<file path="config.mk">
export PLATFORM = sky130hd
export DESIGN_NAME = router_fifo
export DESIGN_NICKNAME = d
export VERILOG_FILES = /design/src/rtl/router_pkg.sv /design/src/rtl/router_fifo_ptr.sv /design/src/rtl/router_fifo.sv
export SDC_FILE = /design/constraint.sdc
export NUM_CORES = 1
export LEC_CHECK = 0
export BUFFER_PORTS_ARGS = -buffer_cell sky130_fd_sc_hd__buf_2
export CAP_MARGIN = 20
export CELL_PAD_IN_SITES_DETAIL_PLACEMENT = 0
export CELL_PAD_IN_SITES_GLOBAL_PLACEMENT = 1
export CORE_MARGIN = 10
export CORE_UTILIZATION = 30
export DETAILED_ROUTE_END_ITERATION = 10
export PLACE_DENSITY = 0.52
export SLEW_MARGIN = 20
export SYNTH_ARGS = -nofsm -noshare
export SYNTH_HDL_FRONTEND = slang
export SYNTH_SLANG_ARGS = --single-unit
</file>
<file path="constraint.sdc">
create_clock -name clock -period 3.15 [get_ports clock]
set_input_delay 0.63 -clock clock [delete_from_list [all_inputs] [get_ports clock]]
set_output_delay 0.63 -clock clock [all_outputs]
set_load 0.01 [all_outputs]
</file>
<file path="src/rtl/router_pkg.sv">
// Shared constants for the router FIFO: default geometry, header-marker
// position and the packet-length field carried in a header byte.
package router_pkg;

    localparam int unsigned DEF_DEPTH = 16;
    localparam int unsigned DEF_WIDTH = 8;

    // Marker sits just above the payload byte in a stored word.
    localparam int unsigned HDR_BIT   = DEF_WIDTH;

    // Header byte bits [7:2] carry the payload length.
    localparam int unsigned LEN_MSB   = 7;
    localparam int unsigned LEN_LSB   = 2;
    localparam int unsigned CNT_W     = LEN_MSB - LEN_LSB + 1;

    // Bytes still to drain after a header: payload length plus parity byte.
    function automatic logic [CNT_W-1:0] pkt_len(input logic [LEN_MSB:LEN_LSB] len_field);
        return CNT_W'(len_field) + CNT_W'(1);
    endfunction

endpackage

</file>
<file path="src/rtl/router_fifo_ptr.sv">
// Read/write pointers and full/empty flags for the router FIFO.
// Pointers carry one extra wrap bit so full and empty are distinguishable.
module router_fifo_ptr
    import router_pkg::*;
#(
    parameter int unsigned DEPTH = DEF_DEPTH
)
(
    input  logic                     clock,
    input  logic                     reset,
    input  logic                     soft_reset,
    input  logic                     write_enb,
    input  logic                     read_enb,
    output logic [$clog2(DEPTH)-1:0] wr_addr,
    output logic [$clog2(DEPTH)-1:0] rd_addr,
    output logic                     wr_go_c,
    output logic                     rd_go_c,
    output logic                     full,
    output logic                     empty
);

    localparam int unsigned AW = $clog2(DEPTH);
    localparam int unsigned PW = AW + 1;

    logic [PW-1:0] wr_ptr;
    logic [PW-1:0] rd_ptr;

    // Flags straight from the pointers; accepted operations are gated by them.
    assign full    = (wr_ptr[AW] != rd_ptr[AW]) && (wr_ptr[AW-1:0] == rd_ptr[AW-1:0]);
    assign empty   = (wr_ptr == rd_ptr);
    assign wr_go_c = write_enb && !full;
    assign rd_go_c = read_enb && !empty;
    assign wr_addr = wr_ptr[AW-1:0];
    assign rd_addr = rd_ptr[AW-1:0];

    // Pointer update; flush wins over any concurrent access.
    always_ff @(posedge clock or posedge reset) begin
        if (reset) begin
            wr_ptr <= '0;
            rd_ptr <= '0;
        end else if (soft_reset) begin
            wr_ptr <= '0;
            rd_ptr <= '0;
        end else begin
            if (wr_go_c) begin
                wr_ptr <= wr_ptr + PW'(1);
            end
            if (rd_go_c) begin
                rd_ptr <= rd_ptr + PW'(1);
            end
        end
    end

endmodule

</file>
<file path="src/rtl/router_fifo.sv">
// Router output FIFO: stores {header marker, byte}, tracks how many bytes of
// the current packet remain, and zeroes data_out once a packet has drained.
// Optional feature: define ROUTER_FIFO_OVF_ERR_EN to add the sticky ovf_err
// output flagging writes while full or reads while empty.
module router_fifo
    import router_pkg::*;
#(
    parameter int unsigned DEPTH = DEF_DEPTH,
    parameter int unsigned WIDTH = DEF_WIDTH
)
(
    input  logic             clock,
    input  logic             reset,
    input  logic             soft_reset,
    input  logic             write_enb,
    input  logic             read_enb,
    input  logic             lfd_state,
    input  logic [WIDTH-1:0] data_in,
    output logic [WIDTH-1:0] data_out,
    output logic             full,
    output logic             empty
`ifdef ROUTER_FIFO_OVF_ERR_EN
    ,
    output logic             ovf_err
`endif
);

    localparam int unsigned AW = $clog2(DEPTH);

    logic [WIDTH:0]     mem [DEPTH];
    logic [AW-1:0]      wr_addr;
    logic [AW-1:0]      rd_addr;
    logic               wr_go_c;
    logic               rd_go_c;
    logic [WIDTH:0]     rd_word_c;
    logic [CNT_W-1:0]   pkt_cnt;

    router_fifo_ptr #(
        .DEPTH (DEPTH)
    ) u_ptr (
        .clock      (clock),
        .reset      (reset),
        .soft_reset (soft_reset),
        .write_enb  (write_enb),
        .read_enb   (read_enb),
        .wr_addr    (wr_addr),
        .rd_addr    (rd_addr),
        .wr_go_c    (wr_go_c),
        .rd_go_c    (rd_go_c),
        .full       (full),
        .empty      (empty)
    );

    assign rd_word_c = mem[rd_addr];

    // Storage is never reset; pointers guarantee no unwritten entry is read.
    always_ff @(posedge clock) begin
        if (wr_go_c && !soft_reset) begin
            mem[wr_addr] <= {lfd_state, data_in};
        end
    end

    // Read data and packet byte counter; idle with nothing left to drain clears data_out.
    always_ff @(posedge clock or posedge reset) begin
        if (reset) begin
            data_out <= '0;
            pkt_cnt  <= '0;
        end else if (soft_reset) begin
            data_out <= '0;
            pkt_cnt  <= '0;
        end else if (rd_go_c) begin
            data_out <= rd_word_c[WIDTH-1:0];
            if (rd_word_c[WIDTH]) begin
                pkt_cnt <= pkt_len(rd_word_c[LEN_MSB:LEN_LSB]);
            end else if (pkt_cnt != '0) begin
                pkt_cnt <= pkt_cnt - CNT_W'(1);
            end
        end else if (pkt_cnt == '0) begin
            data_out <= '0;
        end
    end

`ifdef ROUTER_FIFO_OVF_ERR_EN
    // Sticky flag for any access the flags refused.
    always_ff @(posedge clock or posedge reset) begin
        if (reset) begin
            ovf_err <= 1'b0;
        end else if (soft_reset) begin
            ovf_err <= 1'b0;
        end else if ((write_enb && full) || (read_enb && empty)) begin
            ovf_err <= 1'b1;
        end
    end
`endif

endmodule

</file>
# Word-level counts from Yosys, hierarchy flattened
# Memories as Yosys holds them, arrays and structs flattened.
# Cells that the tools add are included.
dict set report totals {
  ff_bits 24
  ramBits 144
  input_bits 14
  out_inout_bits 10
  wordCells 39
  memories 1
}
dict set report op_classes {
  addsub 4
  n_eq_ne 3
  mux 13
  n_reduce_logical 14
}
# name words word_bits rd rd_ports_with_merged_regs wr line
set memory_table {}
lappend memory_table {mem 16 9 1 0 1 router_fifo.sv:30} ;# logic [WIDTH:0] mem [DEPTH];
# op count
set op_table {}
lappend op_table {{$mux 6} 4}
lappend op_table {{$mux 8} 3}
lappend op_table {{$mux 5} 4}
lappend op_table {{$add 5x1->5 const B} 2}
lappend op_table {{$add 6x1->6 const B} 1}
lappend op_table {{$logic_not 6->1} 1}
lappend op_table {{$reduce_bool 3->1} 2}
lappend op_table {{$reduce_bool 6->1} 1}
lappend op_table {{$sub 6x1->6 const B} 1}
lappend op_table {{$eq 5x5->1} 1}
lappend op_table {{$eq 4x4->1} 1}
lappend op_table {{$logic_and 1x1->1} 4}
lappend op_table {{$reduce_bool 2->1} 2}
lappend op_table {{$logic_not 1->1} 3}
lappend op_table {{$mux 1} 2}
lappend op_table {{$reduce_and 2->1} 1}
lappend op_table {{$ne 1x1->1} 1}

# Longest topological paths before layout
# Gate-level depths: netlist (run 1).
dict set report depth {
  ltp_word 7
  ltp_mapped 11
  ltp_nobuf 8
}

# Hierarchy
# From an unflattened synthesis (run 1), not the netlist that was laid out.
dict set report unflattened {
  hier_cells 408
  area_unflattened_um2 7135.6
}
# module instances cells_each area_per_inst_um2 seq_area_each_um2
set by_module_without_submodules {}
lappend by_module_without_submodules {router_fifo 1 325 6352.3 4674.5}
lappend by_module_without_submodules {router_fifo_ptr 1 83 783.3 250.2}

# Least setup slack after synthesis (run 1)
# Ideal clock, no wire load.
dict set report synth_timing {
  path_type {register -> register}
  from {register u_ptr.rd_ptr[0]}
  to {memory mem[15][0] in the netlist's numbering (enable)}
  setup_ns 0.399
  arrival_time_ns 2.288
  required_time_ns 2.751
  setup_slack_ns 0.463
  stages_incl_launch_ff 8
  path_buffers 3
  period_less_slack_ns 2.687
  path_cell_list {dfrtp_1 buf_6 buf_12 buf_12 xnor2_1 nand4_1 o21ai_1 nor4_1}
}
dict set report synth_between {
  elab_chain_cells 7
}
# item line
set synth_rtl {}
lappend synth_rtl {{from (decl)} router_fifo_ptr.sv:26} ;# logic [PW-1:0] rd_ptr;
lappend synth_rtl {{from (signal assigned)} router_fifo_ptr.sv:49} ;# rd_ptr <= rd_ptr + PW'(1);
lappend synth_rtl {{$eq 4x4->1} router_fifo_ptr.sv:29} ;# assign full = (wr_ptr[AW] != rd_ptr[AW]) && (wr_ptr[AW-1:0] == rd_ptr[AW-1:0]);
lappend synth_rtl {{$logic_and 1x1->1} router_fifo_ptr.sv:29}
lappend synth_rtl {{$logic_not 1->1} router_fifo_ptr.sv:31} ;# assign wr_go_c = write_enb && !full;
lappend synth_rtl {{$logic_and 1x1->1} router_fifo_ptr.sv:31}
lappend synth_rtl {{$logic_and 1x1->1} router_fifo.sv:58} ;# if (wr_go_c && !soft_reset) begin
lappend synth_rtl {{$mux 1} router_fifo.sv:58}
lappend synth_rtl {{$mux 1 (implied by the code)} router_fifo.sv:59} ;# mem[wr_addr] <= {lfd_state, data_in};
lappend synth_rtl {{to (decl)} router_fifo.sv:30}
# No other way between the ends.

# Worst setup path after layout (run 1)
dict set report layout_timing {
  from {register u_ptr.rd_ptr[0]}
  to {register pkt_cnt[4]}
}
dict set report layout_between {
  elab_chain_cells 5
  elab_cells_between_ends 11
  cone_classes {add/sub (1); eq/ne (1); mux (3); reduce/logical (5); memory (1)}
}
# item line
set layout_rtl {}
lappend layout_rtl {{$mem_v2 16x9 / $eq 5x5->1 (equally long branches)} --}
lappend layout_rtl {{$add 6x1->6 / $logic_not 1->1 (equally long branches)} {router_pkg.sv:18, router_fifo_ptr.sv:32}}
lappend layout_rtl {{$mux 6 / $logic_and 1x1->1 (equally long branches)} {router_fifo.sv:73, router_fifo_ptr.sv:32}}
lappend layout_rtl {{$mux 6 / $reduce_bool 2->1 (equally long branches)} --}
lappend layout_rtl {{$mux 6 / $reduce_and 2->1 (equally long branches)} --}
lappend layout_rtl {{to (signal assigned)} router_fifo.sv:74} ;# pkt_cnt <= pkt_len(rd_word_c[LEN_MSB:LEN_LSB]);
lappend layout_rtl {{to (signal assigned)} router_fifo.sv:76} ;# pkt_cnt <= pkt_cnt - CNT_W'(1);
lappend layout_rtl {{to (decl)} router_fifo.sv:36} ;# logic [CNT_W-1:0] pkt_cnt;
# Parallel ways exist; a longest one is shown, timed or not. The select of a mux whose other input is x is not followed.
# A chain may end at the register's enable or synchronous reset.

==> results of run 1 <==
==> cell type report <==
type | instances | area, um2 | share of cell area
Clock inverter | 14 | 140 | 0.0169
Sequential cell | 168 | 4930 | 0.595
Timing Repair Buffer | 48 | 348 | 0.0420
Multi-Input combinational cell | 204 | 2000 | 0.242
Clock buffer | 18 | 429 | 0.0518
Tap cell | 319 | 399 | 0.0482
Inverter | 9 | 33.8 | 0.00408
==> cells in the mapped netlist, types with 3 or more instances <==
cell / n / share of area
nor3_1: 4 / 0.0028
and2_1: 13 / 0.011
a22oi_1: 8 / 0.0085
ha_1: 8 / 0.014
mux4_2: 20 / 0.063
a221oi_1: 5 / 0.0062
nor2_1: 21 / 0.011
nor4_1: 3 / 0.0026
xnor2_1: 15 / 0.018
clkbuf_1: 10 / 0.0053
nand3_1: 12 / 0.0085
xor2_1: 3 / 0.0037
mux4_1: 17 / 0.063
a21oi_1: 12 / 0.0085
dfrtp_1: 24 / 0.085
inv_1: 8 / 0.0042
buf_12: 3 / 0.0085
buf_2: 4 / 0.0028
nor2b_1: 4 / 0.0035
and3_1: 5 / 0.0044
edfxtp_1: 144 / 0.61
nand2_1: 18 / 0.0095
mux2i_1: 7 / 0.0099
==> per-layer routing <==
layer	wire [um]	vias to the layer above	share of wire	GRT usage
met3	493	13	0.030	0.0281
li1	-	1700	-	-
met1	7710	1951	0.47	0.146
met2	8020	62	0.49	0.181
met4	181	0	0.011	0.0356
met5	0	-	0	0
==> metrics by stage <==
stage               cells  worst slack (ps)  utilization  total power, uW
floorplan             401               463            -             3240
global placement      747               583        0.328             3460
detailed placement    747               538        0.328             3460
CTS                   779               517        0.353             5460
global route          780               349        0.354             5660
finish                780               561        0.354             5390
==> kinds of logic after synthesis <==
family | Yosys count | synth area share
AO/OA/AOI/OAI | 44 | 0.0439
flip-flops | 168 | 0.693
AND/OR/NAND/NOR | 90 | 0.0647
adder cells (fa/ha/maj) | 8 | 0.0141
XOR/XNOR | 18 | 0.0222
multiplexers | 44 | 0.136
buffers and inverters | 29 | 0.0255
==> power groups by stage <==
stage               clock (uW)  combinational (uW)  sequential (uW)
floorplan                    0                 686             2560
global placement             0                 898             2560
detailed placement           0                 897             2560
CTS                       2050                 900             2520
global route              2160                 982             2520
finish                    1990                 886             2510
==> worst min-delay path by stage <==
| stage | start | end | slack [ps] |
|---|---|---|---|
| after floorplan | pkt_cnt[0] | pkt_cnt[0] | 530 |
| after global placement | data_out[4] | data_out[4] | 530 |
| after detailed placement | data_out[2] | data_out[2] | 520 |
| after CTS | soft_reset | u_ptr.wr_ptr[0] | 460 |
| after global routing | reset | u_ptr.wr_ptr[4] | 120 |
| final | reset | u_ptr.wr_ptr[4] | 120 |
==> flip-flops by register name (all words and copies together), names as in the netlist <==
register / count
u_ptr.rd_ptr: 5
u_ptr.wr_ptr: 5
mem: 144
data_out: 8
pkt_cnt: 6
==> worst max-delay path: cells and delay by family (launching register included) <==
kind	cells	cell delay, ps
compound gates	4	900
simple gates	1	380
flops	1	390
mux	1	620
buf+inv	1	210
==> impl_metrics.ini, run 1 <==
[status]
outcome = complete, no violations

[logic_synthesis]
seq_area_frac_synth = 0.693
synth_edf_count = 144
syn_area_per_cell_um2 = 17.7
postSynthCellCount = 401
syn_area_um2 = 7100
synth_cell_type_count = 50
synth_seq_cells = 168
synthArstFlopShare = 0.143
yosys_warnings = 0
syn_nets = 423
ys.flop_type = edfxtp_1

[global_route]
grt_max_degree = 40
grt_pass1_wl_mm = 25.2
antenna_found_initial = 0
grt_usage = 0.113
grt_overflow_total = 0
grt_pass1_vias = 3956

[timing]
slew_headroom = 0.540
fin_hold_ws_ps = 123
post-route-period-util = 0.822
clock_skew_ps = 13.4
rsz0062_at_grt = no
tns_ps = 0
fin_crit_ps = 2590
slew_violations = 0
finalHoldViolations = 0
finalSetupViolCount = 0
tightestPinTransition_ps = 680
fmax_mhz = 386

[power]
p_switching_uw = 1420
power.internal_uw = 3980
swShare = 0.263
comb_power_share = 0.164
power_frac_seq = 0.466
ir_drop_mv = 0.330
leakage_uw = 0.00281
clockPowerShare = 0.370
powerDensity_nw_per_um2 = 652

[placement]
routabilityCongestion = 0.750
placed_area_um2 = 7680
dp_hpwl_mm = 10.7
port_buffers = 23

[cells_and_area]
final_common_cell = edfxtp_1
num-fill-cells = 2224
final_cell_mix = edfxtp_1, dfrtp_1, buf_2
diodes = 0
area_growth_pct = 16.6
drive_gt1_frac = 0.221
final_nets = 470
fin_area_um2 = 8280

[critical_path]
cp-start-kind = flip-flop
cp_max_fo = 24
slowest_stage = mux4_1
critPathMaxStageDelay_ps = 620
cp_common_cell = a21oi_1
endpoint_kind = flip-flop
crit_end = pkt_cnt[4]
rr_worst_depth = 7
worstPathRequired_ps = 3510
timing.rr.end = pkt_cnt[4]
crit_chain = buf_12 > mux4_1 > a22oi_1 > and3_1 > a21oi_1 > a211o_1 > a21oi_1
r2r-start = u_ptr.rd_ptr[0]
rrSetupSlack_ps = 560
crit_start = u_ptr.rd_ptr[0]
crit_type = flip-flop to flip-flop
arrival_ps = 2950

[floorplanning]
fp.dieW_um = 174
rows = 56
start_util = 0.303
dieHeight_um = 174
core-area_um2 = 23400
fp.dieArea_um2 = 30200
ios = 24

[detailed_routing]
finalWirelength_mm = 16.4
wl_per_cell_um = 21.0
drt-initial-drc-count = 274
firstDrtPassIters = 4
vias = 3726
drcViolationCount = 0
ant_nets = 0
viasPerCell = 4.78

[clocking]
cts_inserted_buffers = 17
cts_sinks = 168
clk_latency_ps = 430
clk_pin_slew_worst_paths_ps = 70
root_buffer = clkbuf_16
post_cts_buffers = 0
clock_path_buffers = 2
cts_tree = yes
cts-hold-fix-buffers = 0
post_cts_resized = 0
h-tree-depth = 4

[flow_run]
cap_violations = 0

[hold_path]
hold_path.class = input port to async pin
No activity file was read; power rests on OpenSTA's default activity.
==> run 2: changes to the inputs <==
Settings changed: PLACE_DENSITY 0.52 to 0.54.
Clock period 3.15 ns to 2.2 ns, I/O delays scaled along.
==> run 2 against run 1 <==
The flow now finishes with violations (setup timing). Global-route usage rose by 0.40 points. Clock power rose by 46%. Via count rose by 6.2%. Largest cell class unchanged. Largest power group unchanged. Highest routed layer is now met5.
==> impl_metrics.ini, run 2 (same netlist as run 1, synthesis figures left out) <==
[critical_path]
path_buf_inv = 3
critPathTopFamily = multiplexers
arrival_ps = 2710
worstPathRequired_ps = 2540
critPathMaxStageDelay_ps = 570
cp-start-kind = flip-flop
crit_chain = buf_12 > buf_16 > mux4_1 > mux4_2 > inv_2 > or2b_1 > o221ai_2
crit_type = flip-flop to flip-flop
endpoint_kind = flip-flop
slowest_stage = mux4_1
cp_max_fo = 6

[cells_and_area]
drive_gt1_frac = 0.396
top_regs = mem: 144 flops, data_out: 8 flops, pkt_cnt: 6 flops
final_nets = 521
area_growth_pct = 27.9
final_common_cell = edfxtp_1
final_cell_mix = edfxtp_1, buf_4, mux4_2
fin_area_um2 = 9090
largest_reg_flops = 144
instances_no_fill = 831
largest_register = mem
diodes = 0

[flow_run]
cap_violations = 0

[global_route]
antenna_found_initial = 1
grt_pass1_wl_mm = 26.3
grt_max_degree = 29
grt_pass1_vias = 4129
grt_usage = 0.117
grt_overflow_total = 0

[detailed_routing]
viasPerCell = 4.76
finalWirelength_mm = 17.4
firstDrtPassIters = 4
drcViolationCount = 0
drt-initial-drc-count = 308
vias = 3958
ant_nets = 0
wl_per_cell_um = 20.9

[floorplanning]
ios = 24
rows = 56
dieHeight_um = 174
fp.dieArea_um2 = 30200
start_util = 0.303
fp.dieW_um = 174
core-area_um2 = 23400

[hold_path]
hold_path.class = input port to async pin

[clocking]
clock_path_buffers = 2
clk_latency_ps = 420
cts_sinks = 168
cts_tree = yes
cts-hold-fix-buffers = 0
h-tree-depth = 4
clk_pin_slew_worst_paths_ps = 60
cts_inserted_buffers = 17
root_buffer = clkbuf_16

[power]
p_switching_uw = 2140
powerDensity_nw_per_um2 = 911
clockPowerShare = 0.351
swShare = 0.258
comb_power_share = 0.213
power.internal_uw = 6140
ir_drop_mv = 0.533
power_frac_seq = 0.436
leakage_uw = 0.00314

[placement]
port_buffers = 23
pre_cts_slack_ps = -184
dp_hpwl_mm = 11.2
dp.cells = 785
placed_area_um2 = 8210
routabilityCongestion = 0.781

[timing]
finalHoldViolations = 0
fmax_mhz = 422
tightestPinTransition_ps = 444
slew_violations = 0
post-route-period-util = 1.08
fin_crit_ps = 2370
rsz0062_at_grt = yes
slew_headroom = 0.703
setup_ws_ps = -168
fin_hold_ws_ps = 61.0
finalSetupViolCount = 69
clock_skew_ps = 5.17
tns_ps = -4580

[status]
violations = setup timing
outcome = complete, but fails checks
[run 2: cell types whose count changed in the layout (fill, tap and decap cells not counted), moves of 7 or more]
cell / delta
mux4_2: +10
and2_4: +10
buf_12: +18
and2_1: -9
a22oi_1: -7
a22oi_2: +7
buf_4: +25
mux4_1: -10
[run 2: through the flow]
step                      utilization  total power (uW)
final                           0.388              8280
after detailed placement        0.351              5210
after global routing            0.388              8640
after CTS                       0.382              8270
after floorplan                     -              4670
after global placement          0.351              5200
[run 2: worst register-to-register path: stages (launching register included)]
cell,delay (ps)
dfrtp_2,480
buf_12,140
buf_16,120
mux4_1,580
mux4_2,530
inv_2,80
or2b_1,230
o221ai_2,150
[run 2: layout make-up]
class,instances,area [um2]
inverter,9,33.8
clock inverter,12,114
multi-input combinational,205,2170
fill,2187,14300
clock buffer,20,467
tap,319,399
timing repair buffer,98,978
sequential,168,4930
[run 2: power groups by stage]
| stage | clock network [uW] | logic, uW | registers, uW |
|---|---|---|---|
| 2_1_floorplan | 0 | 1010 | 3660 |
| 3_3_place_gp | 0 | 1530 | 3670 |
| 3_5_place_dp | 0 | 1540 | 3670 |
| 4_1_cts | 2970 | 1690 | 3610 |
| 5_1_grt | 3120 | 1900 | 3620 |
| 6_report | 2910 | 1760 | 3610 |
[run 2: worst paths after layout]
check | cells past startpoint | end | start | slack, ps
max | 7 | pkt_cnt[5] | u_ptr.rd_ptr[0] | -170
max in group asynchronous | 3 | u_ptr.rd_ptr[0] | reset | 1860
max reg2reg | 7 | pkt_cnt[5] | u_ptr.rd_ptr[0] | -170
min in group clock | 1 | mem[12][1] | data_in[1] | 390
min reg2reg | 2 | data_out[4] | data_out[4] | 530
min | 3 | u_ptr.rd_ptr[4] | reset | 60
[run 2: layer usage]
| metal | wire length, um | up-vias | GRT usage | part of all wire |
|---|---|---|---|---|
| met5 | 13 | - | 0 | 0.00075 |
| met2 | 8700 | 68 | 0.190 | 0.50 |
| li1 | - | 1789 | - | - |
| met1 | 7870 | 2084 | 0.149 | 0.45 |
| met3 | 636 | 15 | 0.0327 | 0.037 |
| met4 | 144 | 2 | 0.0317 | 0.0083 |
[run 2: repair_timing]
| item | CTS | global route |
|---|---|---|
| cloned | 1 | 1 |
| buffers inserted | 7 | 5 |
| pin swaps | 7 | 6 |
| resized for setup | 18 | 32 |
| setup endpoints to repair | 17 | 146 |
==> run 3: changes to the inputs <==
Settings changed: ABC_AREA set to 1, PLACE_DENSITY 0.54 to 0.58.
==> run 3 against run 2 <==
The flow now finishes without violations. Utilization shrank 2.6 points. Clock skew grew 4.5 ps. Critical path depth grew 8. Non-clock buffer count shrank 35. Register-to-register slack gained 270 ps. Cell area shrank 2.9%. Power shrank 3.7%. First-iteration DRC count grew 9.4%.
==> impl_metrics.ini, run 3 <==
[hold_path]
hold_path.class = input port to async pin

[detailed_routing]
finalWirelength_mm = 20.5
wl_per_cell_um = 18.4
firstDrtPassIters = 4
ant_nets = 0
drcViolationCount = 0
vias = 5262
viasPerCell = 4.72
drt-initial-drc-count = 337

[critical_path]
rrSetupSlack_ps = 100
cp-start-kind = flip-flop
endpoint_kind = flip-flop
arrival_ps = 2450
cp_max_fo = 26
timing.rr.end = pkt_cnt[1]
crit_start = u_ptr.rd_ptr[0]
rr_worst_depth = 15
r2r-start = u_ptr.rd_ptr[0]
crit_type = flip-flop to flip-flop
worstPathRequired_ps = 2550

[logic_synthesis]
syn_area_um2 = 7470
synth_cell_type_count = 34
synth_seq_cells = 168
synth_most_common_cell = nand2_1
seq_area_frac_synth = 0.660
synth_area_leaders = edfxtp_1, nand2_1, dfrtp_1
postSynthCellCount = 723
synthArstFlopShare = 0.143
ys.flop_type = edfxtp_1
netlist.area_leader.share = 0.579
yosys.area.top_type = edfxtp_1
synth_edf_count = 144
syn_nets = 745
yosys_warnings = 0
ys_top_cells_by_count = nand2_1, edfxtp_1, inv_1
syn_area_per_cell_um2 = 10.3

[floorplanning]
rows = 57
core-area_um2 = 24400
dieHeight_um = 178
fp.dieArea_um2 = 31600
fp.dieW_um = 178
ios = 24
start_util = 0.306

[cells_and_area]
largest_reg_flops = 144
final_common_cell = nand2_1
diodes = 0
num-fill-cells = 2450
final_cell_mix = nand2_1, edfxtp_1, inv_1
area_growth_pct = 18.2
largest_register = mem
seq_area_um2 = 4930
drive_gt1_frac = 0.151
top_regs = mem: 144 flops, data_out: 8 flops, pkt_cnt: 6 flops
instances_no_fill = 1114
final_nets = 799
multi_input_area_um2 = 2040

[power]
powerDensity_nw_per_um2 = 903
leakage_uw = 0.00362
finalPower_uw = 7970
ir_drop_mv = 0.486

[placement]
dp.cells = 1078
routabilityCongestion = 0.820
dp_hpwl_mm = 13.2
port_buffers = 23
pre_cts_slack_ps = -43.1

[timing]
fin_crit_ps = 2100
rsz0062_at_grt = yes
tightestPinTransition_ps = 552
fmax_mhz = 476
post-route-period-util = 0.955
finalHoldViolations = 0
slew_headroom = 0.628
setup_ws_ps = 99.0
tns_ps = 0
finalSetupViolCount = 0
slew_violations = 0
clock_skew_ps = 9.67

[status]
outcome = complete, no violations

[clocking]
cts_sinks = 168
cts-hold-fix-buffers = 0
clk_pin_slew_worst_paths_ps = 70
root_buffer = clkbuf_16
cts_tree = yes
cts_inserted_buffers = 17
h-tree-depth = 4
clock_path_buffers = 2
clk_latency_ps = 430

[global_route]
grt_pass1_vias = 5235
antenna_found_initial = 0
grt_overflow_total = 0
grt_pass1_wl_mm = 30.7
grt_usage = 0.128
grt_max_degree = 53

[flow_run]
cap_violations = 0
[run 3: cell types whose count changed after synthesis, moves of 17 or more]
cell,before,now
nor2_1,21,51
mux4_2,20,0
o21ai_0,2,25
nand3_1,12,63
mux4_1,17,0
nand2_1,18,215
inv_1,8,79
[run 3: final cells by class]
cell class	count	share of cell area
Clock inverter	11	0.00936
Multi-Input combinational cell	439	0.232
Sequential cell	168	0.558
Timing Repair Buffer	63	0.0595
Clock buffer	21	0.0570
Tap cell	324	0.0459
Inverter	88	0.0383
[run 3: how the worst max path moves through the flow]
stage               slack (ps)    endpoint  cells after the start
floorplan                   -3  mem[11][0]                      8
global placement           -40  pkt_cnt[5]                     13
detailed placement         -40  pkt_cnt[5]                     13
CTS                         20  pkt_cnt[5]                     13
global route               -50  pkt_cnt[3]                     17
finish                     100  pkt_cnt[1]                     15
[run 3: what timing repair did]
item | CTS | global route
setup buffers | 0 | 1
setup endpoints to repair | 1 | 117
gates resized for setup | 1 | 10
gates cloned | 0 | 3
[run 3: through the flow]
| stage | utilization | hold slack (ps) | instance area, um2 |
|---|---|---|---|
| final | 0.362 | 59.3 | 8830 |
| after global routing | 0.362 | 97.3 | 8830 |
| after detailed placement | 0.333 | 488 | 8130 |
| after floorplan | - | 455 | 7470 |
| after CTS | 0.357 | 56.9 | 8710 |
| after global placement | 0.333 | 482 | 8130 |
[run 3: logic make-up (layout without fill, tap and decap cells)]
kind of cell    Yosys count  after routing  share of synthesized area
xor+xnor                  5              5                    0.00587
compound gates           78             78                     0.0597
flops                   168            168                      0.660
fa+ha+maj                 8              8                     0.0134
simple gates            348            348                      0.193
buf+inv                 116            183                     0.0687
[run 3: power breakdown]
| part | total, uW | leakage [uW] | internal (uW) | switching, uW |
|---|---|---|---|---|
| Clock | 2930 | 0.000286 | 1650 | 1280 |
| Combinational | 1430 | 0.00171 | 494 | 940 |
| Sequential | 3600 | 0.00162 | 3540 | 61.9 |
| Total | 7970 | 0.00362 | 5690 | 2280 |
[run 3: critical path, stage by stage (launching register included)]
cell and delay [ps]:
dfrtp_2 490, buf_4 180, clkbuf_16 200, nor2_1 120, nor2_1 40, o21ai_1 80, o21ai_1 80, nand2_1 90
nand2_1 120, inv_2 90, nand2_2 120, inv_4 110, nor2_1 40, nor2_1 100, nand3_1 70, o21ai_1 70
[run 3: metal layers]
layer  GRT usage  share of wire
met5           0              0
met1       0.168           0.48
met4      0.0483          0.025
met3      0.0272          0.034
met2       0.204           0.46
